===== src/rtl/router_pkt_fifo.sv =====
// Purpose: packet-aware byte FIFO for the router. Entries carry a start-of-packet tag and
//          the read side tracks packet length so it can flag the last byte and any truncation.
// Latency: one cycle from an accepted read to data_out/data_valid. Backpressure: writes to a
//          full FIFO and reads from an empty one are dropped and reported as overflow/underflow.
module router_pkt_fifo #(
    parameter int DATA_W   = 8,
    parameter int DEPTH    = 16,
    parameter int LEN_LSB  = 2,
    parameter int LEN_MSB  = 7,
    parameter int AF_LEVEL = DEPTH - 2
) (
    input  logic                        clock,
    input  logic                        resetn,
    input  logic                        soft_reset,
    input  logic                        write_enb,
    input  logic                        read_enb,
    input  logic                        lfd_state,
    input  logic [DATA_W-1:0]           data_in,
    output logic [DATA_W-1:0]           data_out,
    output logic                        data_valid,
    output logic                        sop_out,
    output logic                        eop_out,
    output logic                        pkt_active,
    output logic                        full,
    output logic                        empty,
    output logic                        almost_full,
    output logic [$clog2(DEPTH):0]      occupancy,
    output logic                        overflow,
    output logic                        underflow,
    output logic                        pkt_err
);

    localparam int ADDR_W = $clog2(DEPTH);
    localparam int LEN_W  = LEN_MSB - LEN_LSB + 1;

    localparam logic [ADDR_W:0] PTR_ONE = (ADDR_W+1)'(1);
    localparam logic [LEN_W:0]  REM_ONE = (LEN_W+1)'(1);
    localparam logic [ADDR_W:0] AF_THR  = (ADDR_W+1)'(AF_LEVEL);

    // Storage: {sop, data}; contents are never cleared, pointers alone decide what is readable.
    logic [DATA_W:0]     r_mem [DEPTH];

    logic [ADDR_W:0]     r_wp;
    logic [ADDR_W:0]     r_rp;
    logic                r_sop_q;
    logic [LEN_W:0]      r_rem;
    logic [DATA_W-1:0]   r_dout;
    logic                r_dv;
    logic                r_sop;
    logic                r_eop;
    logic                r_err;
    logic                r_ovf;
    logic                r_udf;

    logic                w_empty;
    logic                w_full;
    logic                w_wr_acc;
    logic                w_rd_acc;
    logic [DATA_W:0]     w_rd_entry;
    logic [LEN_W-1:0]    w_len;
    logic [ADDR_W:0]     w_occ;

    // Status comes straight from the pre-edge pointers, so a simultaneous read and write
    // is judged against the state before either takes effect.
    assign w_empty    = (r_wp == r_rp);
    assign w_full     = (r_wp[ADDR_W-1:0] == r_rp[ADDR_W-1:0]) && (r_wp[ADDR_W] != r_rp[ADDR_W]);
    assign w_occ      = r_wp - r_rp;
    assign w_wr_acc   = resetn && !soft_reset && write_enb && !w_full;
    assign w_rd_acc   = read_enb && !w_empty;
    assign w_rd_entry = r_mem[r_rp[ADDR_W-1:0]];
    assign w_len      = w_rd_entry[LEN_MSB:LEN_LSB];

    // Entry write; the sop tag is the lfd_state seen one cycle earlier.
    always_ff @(posedge clock) begin
        if (w_wr_acc) begin
            r_mem[r_wp[ADDR_W-1:0]] <= {r_sop_q, data_in};
        end
    end

    // Pointers, read data, packet-length tracking and event pulses; hard reset and flush clear alike.
    always_ff @(posedge clock) begin
        if (!resetn || soft_reset) begin
            r_wp    <= '0;
            r_rp    <= '0;
            r_sop_q <= 1'b0;
            r_rem   <= '0;
            r_dout  <= '0;
            r_dv    <= 1'b0;
            r_sop   <= 1'b0;
            r_eop   <= 1'b0;
            r_err   <= 1'b0;
            r_ovf   <= 1'b0;
            r_udf   <= 1'b0;
        end else begin
            r_sop_q <= lfd_state;
            r_ovf   <= write_enb && w_full;
            r_udf   <= read_enb && w_empty;
            r_dv    <= w_rd_acc;
            r_sop   <= 1'b0;
            r_eop   <= 1'b0;
            r_err   <= 1'b0;
            if (w_wr_acc) begin
                r_wp <= r_wp + PTR_ONE;
            end
            if (w_rd_acc) begin
                r_rp   <= r_rp + PTR_ONE;
                r_dout <= w_rd_entry[DATA_W-1:0];
                if (w_rd_entry[DATA_W]) begin
                    // Header: a still-running packet means the previous one was truncated.
                    r_sop <= 1'b1;
                    r_err <= (r_rem != '0);
                    r_rem <= {1'b0, w_len} + REM_ONE;
                end else if (r_rem != '0) begin
                    r_rem <= r_rem - REM_ONE;
                    r_eop <= (r_rem == REM_ONE);
                end else begin
                    // Byte outside any packet: passed through, flagged.
                    r_err <= 1'b1;
                end
            end
        end
    end

    assign data_out    = r_dout;
    assign data_valid  = r_dv;
    assign sop_out     = r_sop;
    assign eop_out     = r_eop;
    assign pkt_err     = r_err;
    assign overflow    = r_ovf;
    assign underflow   = r_udf;
    assign pkt_active  = (r_rem != '0);
    assign full        = w_full;
    assign empty       = w_empty;
    assign occupancy   = w_occ;
    assign almost_full = (w_occ >= AF_THR);

endmodule


===== config.mk =====
export PLATFORM = sky130hd
export DESIGN_NAME = router_pkt_fifo
export DESIGN_NICKNAME = d
export VERILOG_FILES = /design/src/rtl/router_pkt_fifo.sv
export SDC_FILE = /design/constraint.sdc
export NUM_CORES = 1
export LEC_CHECK = 0
export ABC_AREA = 1
export BUFFER_PORTS_ARGS = -buffer_cell sky130_fd_sc_hd__buf_2
export CAP_MARGIN = 10
export CORE_MARGIN = 5
export CORE_UTILIZATION = 45
export DETAILED_ROUTE_END_ITERATION = 8
export PLACE_DENSITY = 0.61
export SETUP_SLACK_MARGIN = 0.5
export SYNTH_ARGS = -nofsm -noshare
export SYNTH_HDL_FRONTEND = slang
export SYNTH_SLANG_ARGS = --single-unit

===== constraint.sdc =====
create_clock -name clock -period 4.5 [get_ports clock]
set_input_delay 0.45 -clock clock [delete_from_list [all_inputs] [get_ports clock]]
set_output_delay 0.45 -clock clock [all_outputs]
set_load 0.05 [all_outputs]

==> reports/qor.txt, run 1 <==
Final setup TNS = 0 ns
Worst-path clk slew = 0.07 ns
Post-synthesis sequential area ratio = 0.634
Die area = 20400 um2
NumNets Final = 835
Avg Inst Size Synth = 10.2 um2
P_int = 2.65 mW
Clock Skew = 0.00777 ns
Hold_buf cts = 0
# fillers = 1583
CP startpoint kind = flip-flop
Detailed-route wire length per cell = 17.9 um
Non-Filler Instances = 1044
Setup violations, final = 0
Synth cell types = 36
Crit Reg-Reg Endpoint = r_rem[0]
Maxcap violations = 0
Gate power share = 0.046
Die Ht = 143 um
Worst hold start = lfd_state
Slew HR = 0.385
Post_cts resized = 0
# IOs = 37
Crit path kind = reg -> reg
Initial antenna violation count = 0
Worst reg-to-reg setup slack = 1.25 ns
ANT nets after route = 0
Finished Cell Area = 8760 um2
Final hold vios = 0
Die width = 143 um
Clk root buf = clkbuf_16
Critical Path RT = 4.83 ns
Core box area = 17300 um2
Unrepaired setup endpoints after global routing = no
Detailed Routing Iterations Pass 1 = 5
Critical path, cell by cell = inv_4, nand2_1, nand2_1, nand2_1, nand3_1, nand3_1, nand2_2, inv_1, ha_1, nor2_4, inv_1, a21oi_1, o21ai_1, o211ai_1, inv_1
Total gr overflow = 0
Most numerous cell in the Yosys netlist = nand2_1
Initial Utilization = 0.460
Clock power frac = 0.421
N_diodes = 0
TritonCTS buffer count = 17
Vias/cell = 5.19
First-pass GRT wire length = 29500 um
Final worst-path cycle share = 0.721
Vias in the first global route = 5300
Synth area leader = edfxtp_1
Peak Freq = 0.308 GHz
Placed Area = 8190 um2
Power Density = 388 nW/um2
CP endpoint = r_rem[0]
Hpwl dp = 12200 um
Post-route minimum period = 3.25 ns
Port Buffers = 36
Largest net degree at the start of global routing = 69
Initial detailed-routing violation count = 557
H-tree Lvls = 4
Syn_nets = 810
GPL Wtd Cong = 0.843
GRT Total Usage = 0.192
Area contributors post-synth = edfxtp_1 (54%), dfxtp_1 (9.1%), nand2_1 (8.5%)
Mapped Area = 7960 um2
Worst R2R Path Depth = 15
Max rail drop VDD = 0.261 mV
Post-CTS Setup Bufs = 0
Largest stage delay, worst path = 0.64 ns
Synth cell count leaders = nand2_1 (181), edfxtp_1 (144), inv_1 (99)
Share of layout cells above drive strength 1 = 0.106
CTS Buffer Depth = 2
Final-report max-slew violation count = 0
Critical path capture point type = flip-flop
Sw Share = 0.219
Status = complete, no violations
Sink Count = 180
Slew of the pin with the lowest slew margin = 0.919 ns
Crit path max fanout = 68
Clock insertion delay at the later pin of the skew report = 0.43 ns
DRC errors left = 0
FP Rows = 48
CTS tree = done
#FFs+latches synth = 180
Sequential power share = 0.532
Net Switching = 0.745 mW
DRT Wirelength = 18700 um
Slowest cell on crit path = inv_4
Synth warn = 0
Post-Synthesis Cells = 781
CP Data Arrival Time = 3.57 ns
Fraction of registers with async set or reset after synthesis = 0
Via count = 5423
Post-synth EDFFs = 144
Hold WC Path Type = in -> reg
Cell total after placement = 1012
Leakage = 3.58 nW
Top_reg_cell synth = edfxtp_1
Post-Route Utilization = 0.506
Area grow syn2layout = 10.0%
Top-area cell type share of the netlist area = 0.543
power groups by stage:
stage / clock [mW] / sequential, mW / combinational (mW)
3_3_place_gp: 0 / 1.85 / 0.155
6_report: 1.43 / 1.81 / 0.157
5_1_grt: 1.52 / 1.81 / 0.172
3_5_place_dp: 0 / 1.85 / 0.158
2_1_floorplan: 0 / 1.85 / 0.0972
4_1_cts: 1.45 / 1.81 / 0.158
per-layer routing:
layer | vias to the layer above | GRT usage | share of wire
li1 | 2626 | - | -
met2 | 188 | 0.318 | 0.50
met3 | 24 | 0.0372 | 0.057
met1 | 2585 | 0.253 | 0.43
met5 | - | 0 | 0
met4 | 0 | 0.0695 | 0.019
sequential cells by signal (all words and copies together), names as in the netlist, named ones only:
register / flops
data_out: 8
data_valid: 1
eop_out: 1
overflow: 1
pkt_err: 1
r_mem: 144
r_rem: 7
r_rp: 5
r_sop_q: 1
r_wp: 5
sop_out: 1
underflow: 1
worst min path at each step:
stage / end / cells past startpoint
floorplan: r_rp[4] / 1
global placement: r_rp[4] / 1
detailed placement: data_out[2] / 2
CTS: r_sop_q / 3
global route: r_sop_q / 3
finish: r_sop_q / 3
through the flow:
stage                     setup WS (ns)  total power, mW  hold WS (ns)
after global routing              0.931             3.50         0.218
after CTS                          1.29             3.42         0.212
after detailed placement           1.05             2.00         0.492
final                              1.25             3.40         0.229
after floorplan                   0.987             1.95         0.443
after global placement             1.20             2.00         0.461
kinds of logic after synthesis:
logic type,Yosys count,share of synthesized area
XOR/XNOR,9,0.00990
buffers and inverters,138,0.0827
AND/OR/NAND/NOR,357,0.188
AO/OA/AOI/OAI,82,0.0610
flip-flops,180,0.634
adder cells (fa/ha/maj),15,0.0245
placed cells by master, fill, tap and decap left out, types with 5 or more instances in the layout:
| master | instances |
|---|---|
| ha_1 | 14 |
| dfxtp_1 | 35 |
| o21ai_0 | 31 |
| xor2_1 | 5 |
| buf_2 | 36 |
| edfxtp_1 | 144 |
| o211ai_1 | 15 |
| nand2_1 | 181 |
| clkbuf_16 | 17 |
| o21ai_1 | 10 |
| clkinvlp_4 | 6 |
| a21oi_1 | 13 |
| nand3_1 | 75 |
| inv_1 | 99 |
| nor2_1 | 82 |
| nand2_2 | 5 |
area by class of cell:
class,instances,area (um2),area share
clock inverters,13,136,0.0156
well taps,225,282,0.0321
inverters,104,395,0.0451
clock buffers,19,433,0.0494
repair buffers,40,210,0.0240
multi-input cells,463,2260,0.258
flip-flops and latches,180,5050,0.576
worst max-delay path, delay by kind of cell, from the launching register on:
family                     cells  cell delay, ns
and+or+nand+nor                7            0.97
AOI/OAI and AO/OA              3            0.28
buffers and inverters          4            0.96
adders and majority gates      1            0.26
DFF                            1            0.58
(Power assumes the default switching activity.)
==> inputs of run 2 (changes only) <==
Clock period 4.5 ns to 3.2 ns, I/O delays scaled along.
==> reports/qor.txt, run 2 (same netlist as run 1, synthesis figures left out) <==
# IOs = 37
Hpwl dp = 11900 um
Slowest cell on crit path = fa_2
Hold_ws = 0.117 ns
Crit-path leading delay family = adder cells
Total gr overflow = 0
Detailed Routing Iterations Pass 1 = 5
CTS Buffer Depth = 2
Worst R2R Path Depth = 13
CP startpoint kind = flip-flop
Peak Freq = 0.394 GHz
Clk root buf = clkbuf_16
DRC errors left = 0
WP buf/inv = 3
Final-report max-slew violation count = 0
Via count = 5524
Unrepaired setup endpoints after global routing = yes
Share of layout cells above drive strength 1 = 0.139
# fillers = 1586
Detailed-route wire length per cell = 16.8 um
Largest stage delay, worst path = 0.38 ns
Leakage = 3.72 nW
Sink Count = 180
Final Worst Setup Slack = 0.665 ns
FP Rows = 48
ANT nets after route = 0
Hold WC Path Type = in -> reg
Die Ht = 143 um
First-pass GRT wire length = 28900 um
Max rail drop VDD = 0.389 mV
Slew of the pin with the lowest slew margin = 0.536 ns
Crit path kind = reg -> out
Max reg flops = 144
Most frequent cells in the layout = nand2_1 (181), edfxtp_1 (144), inv_1 (98), nor2_1 (82), nand3_1 (75)
CP Data Arrival Time = 2.22 ns
N_diodes = 0
Initial detailed-routing violation count = 438
Critical Path RT = 2.88 ns
Initial antenna violation count = 0
Vias/cell = 5.17
Worst-path clk slew = 0.06 ns
Power Density = 522 nW/um2
GRT Total Usage = 0.185
Maxcap violations = 0
DRT Wirelength = 18000 um
Slew HR = 0.643
Clock Skew = 0.0134 ns
Critical path, cell by cell = inv_2, ha_1, inv_1, fa_2, a21oi_2, o21bai_1, xor2_1, o21ai_2, buf_2
Final hold vios = 0
Commonest non-fill, non-tap cell in the layout = nand2_1
Initial Utilization = 0.460
Die area = 20400 um2
Die width = 143 um
Status = complete, no violations
Area grow syn2layout = 12.4%
Crit path max fanout = 5
Critical path capture point type = primary output
TritonCTS buffer count = 17
Post-route minimum period = 2.54 ns
Final setup TNS = 0 ns
NumNets Final = 860
Core box area = 17300 um2
CTS tree = done
Setup violations, final = 0
Largest net degree at the start of global routing = 44
Critical path depth in cells = 9
H-tree Lvls = 4
Worst slack at placement = 0.673 ns
Hold Path Stages = 3
Final worst-path cycle share = 0.792
Vias in the first global route = 5442
Clock insertion delay at the later pin of the skew report = 0.43 ns
GPL Wtd Cong = 0.857
Port Buffers = 36
==> run 2: changes by cell type in the layout (fill, tap and decap cells not counted), sizes merged <==
cell	change
buf	+24
bufinv	-1
clkbuf	-1
clkinv	+6
clkinvlp	-6
inv	+2
==> run 2: stage by stage <==
stage / utilization / area [um2] / total power [mW] / cells
2_1_floorplan: - / 7970 / 2.74 / 781
3_3_place_gp: 0.485 / 8390 / 2.80 / 1037
3_5_place_dp: 0.485 / 8390 / 2.80 / 1037
4_1_cts: 0.516 / 8930 / 4.71 / 1068
5_1_grt: 0.517 / 8950 / 4.82 / 1068
6_report: 0.517 / 8950 / 4.67 / 1068
==> run 2: tightest hold or removal path, delay by kind of cell <==
family / cells / cell delay [ns]
buf+inv: 2 / 0.11
simple gates: 1 / 0.08
==> run 2: path summary, 6_finish.rpt <==
path         startpoint           to  slack (ns)
max             r_wp[0]  almost_full        0.66
min           lfd_state      r_sop_q        0.12
max reg2reg   flip-flop     r_rem[0]        0.76
min reg2reg     r_rp[4]      r_rp[4]        0.47
==> run 2: area by class of cell <==
type                    instances  area, um2  share of cell area
flip-flops and latches        180       5050               0.564
multi-input cells             463       2280               0.255
clock buffers                  17        425              0.0475
repair buffers                 65        404              0.0452
inverters                     104        398              0.0445
well taps                     225        282              0.0315
clock inverters                14        113              0.0126
==> run 2: what timing repair did <==
action / CTS / global route
gates resized for setup: 0 / 9
buffers inserted: 0 / 0
hold buffers: 0 / 0
endpoints found under the hold margin: 0 / 0
endpoints found under the setup margin: 0 / 4
==> run 2: power breakdown <==
| part | leakage, nW | switching, mW | internal (mW) |
|---|---|---|---|
| registers | 1.59 | 0.00790 | 2.53 |
| clock network | 0.267 | 0.860 | 1.06 |
| logic | 1.87 | 0.157 | 0.0570 |
| total | 3.72 | 1.02 | 3.65 |
==> run 2: per-layer routing <==
| metal | vias up | track usage | share of wire |
|---|---|---|---|
| li1 | 2684 | - | - |
| met1 | 2633 | 0.239 | 0.42 |
| met2 | 177 | 0.310 | 0.50 |
| met3 | 30 | 0.0342 | 0.054 |
| met4 | 0 | 0.0745 | 0.024 |
| met5 | - | 0 | 0 |
==> inputs of run 3 (changes only) <==
Settings changed: PLACE_DENSITY 0.61 to 0.64.
Clock period 3.2 ns to 2.22 ns, I/O delays scaled along.
==> reports/qor.txt, run 3 (same netlist as run 1, synthesis figures left out) <==
Status = complete, but fails checks
Failing checks = negative setup slack
DRC errors left = 0
Post-route minimum period = 2.34 ns
Vias in the first global route = 5816
Clock insertion delay at the later pin of the skew report = 0.43 ns
Slew of the pin with the lowest slew margin = 0.722 ns
CTS tree = done
Vias/cell = 5.25
Cell total after placement = 1050
Power Density = 666 nW/um2
Slew HR = 0.518
TritonCTS buffer count = 17
Port Buffers = 36
Initial Utilization = 0.460
Unrepaired setup endpoints after global routing = yes
Clk root buf = clkbuf_16
CP startpoint kind = flip-flop
CP Data Arrival Time = 2.12 ns
ANT nets after route = 0
Hold_ws = 0.0259 ns
Clock Skew = 0.0105 ns
Critical path capture point type = primary output
Most frequent cells in the layout = nand2_1 (162), edfxtp_1 (144), inv_1 (82), buf_4 (57), nor2_1 (52)
Die width = 143 um
Final hold vios = 0
Hold WC Path Type = in -> reg
Critical Path RT = 2.00 ns
# fillers = 1355
Peak Freq = 0.428 GHz
N_diodes = 0
Final Worst Setup Slack = -0.117 ns
Final worst-path cycle share = 1.05
Via count = 6003
GPL Wtd Cong = 0.832
Worst-path clk slew = 0.07 ns
Die Ht = 143 um
Maxcap violations = 0
Share of layout cells above drive strength 1 = 0.345
Initial antenna violation count = 0
Commonest non-fill, non-tap cell in the layout = nand2_1
Max rail drop VDD = 0.578 mV
Finished Cell Area = 10700 um2
FP Rows = 48
Detailed-route wire length per cell = 18.8 um
H-tree Lvls = 4
Total gr overflow = 0
Non-Filler Instances = 1144
CTS Buffer Depth = 2
Crit path max fanout = 2
NumNets Final = 936
Post-Route Utilization = 0.618
Core box area = 17300 um2
Placed Area = 8730 um2
Final-report max-slew violation count = 0
Largest net degree at the start of global routing = 35
Die area = 20400 um2
Sink Count = 180
Leakage = 4.38 nW
# IOs = 37
First-pass GRT wire length = 33000 um
GRT Total Usage = 0.215
Max reg flops = 144
Area grow syn2layout = 34.3%
DRT Wirelength = 21500 um
Hpwl dp = 12800 um
Detailed Routing Iterations Pass 1 = 5
Setup violations, final = 2
Initial detailed-routing violation count = 596
Crit path kind = reg -> out
## run 3: cell types whose count changed in the layout (fill, tap and decap cells not counted), moves of 9 or more
cell,delta
nor2_2,+10
nand2_1,-19
buf_12,+13
inv_1,-16
buf_6,+29
nand3_2,+20
nand2_4,+10
o21ai_0,-11
buf_4,+29
nand3_1,-27
nor2_1,-30
nand2_2,+9
inv_2,+14
nor2_4,+20
## run 3: final timing paths
path / start / endpoint / slack [ns] / cells after the start
max reg2reg: r_rp[1] / r_mem[11][6] / 0.03 / 11
min reg2reg: data_out[7] / data_out[7] / 0.49 / 2
max: r_wp[0] / almost_full / -0.12 / 9
min: lfd_state / r_sop_q / 0.03 / 3
## run 3: routing by layer
metal  wire length [um]  global-route usage  up-vias
li1                   -                   -     2844
met1               9040               0.291     2916
met2              10900               0.360      209
met3               1230              0.0365       34
met4                361              0.0595        0
met5                  0                   0        -
## run 3: repair_timing
action | CTS | global route
buffers inserted | 43 | 8
pin swaps | 59 | 38
hold endpoints to repair | 0 | 0
setup endpoints to repair | 179 | 184
cloned | 11 | 1
resized for setup | 143 | 54
hold buffers | 0 | 0
## run 3: cell type report
class / instances / area, um2 / area share
inverter: 104 / 408 / 0.0382
clock buffer: 17 / 425 / 0.0398
tap: 225 / 282 / 0.0263
timing repair buffer: 140 / 1420 / 0.133
clock inverter: 14 / 150 / 0.0140
sequential: 180 / 5070 / 0.475
multi-input combinational: 463 / 2920 / 0.273
timing repair inverter: 1 / 11.3 / 0.00105
## run 3: critical path, stage by stage, from the launching register on
cell and delay, ns:
dfxtp_4 0.35, inv_4 0.07, ha_4 0.13, inv_2 0.04, fa_2 0.34, a21oi_2 0.14
o21bai_1 0.12, xor2_2 0.26, o21ai_4 0.09, buf_6 0.16
## run 3: power breakdown
group / switching, mW / internal [mW]
sequential: 0.0145 / 3.64
clock: 1.30 / 1.66
combinational: 0.305 / 0.186
total: 1.62 / 5.49
## run 3: stage by stage
stage / setup TNS, ns / setup slack (ns) / power, mW
floorplan: 0 / 0.0794 / 3.96
global placement: 0 / 0.0338 / 4.09
detailed placement: 0 / 0.0211 / 4.10
CTS: -0.225 / -0.130 / 7.13
global route: -0.533 / -0.185 / 7.35
finish: -0.207 / -0.117 / 7.12
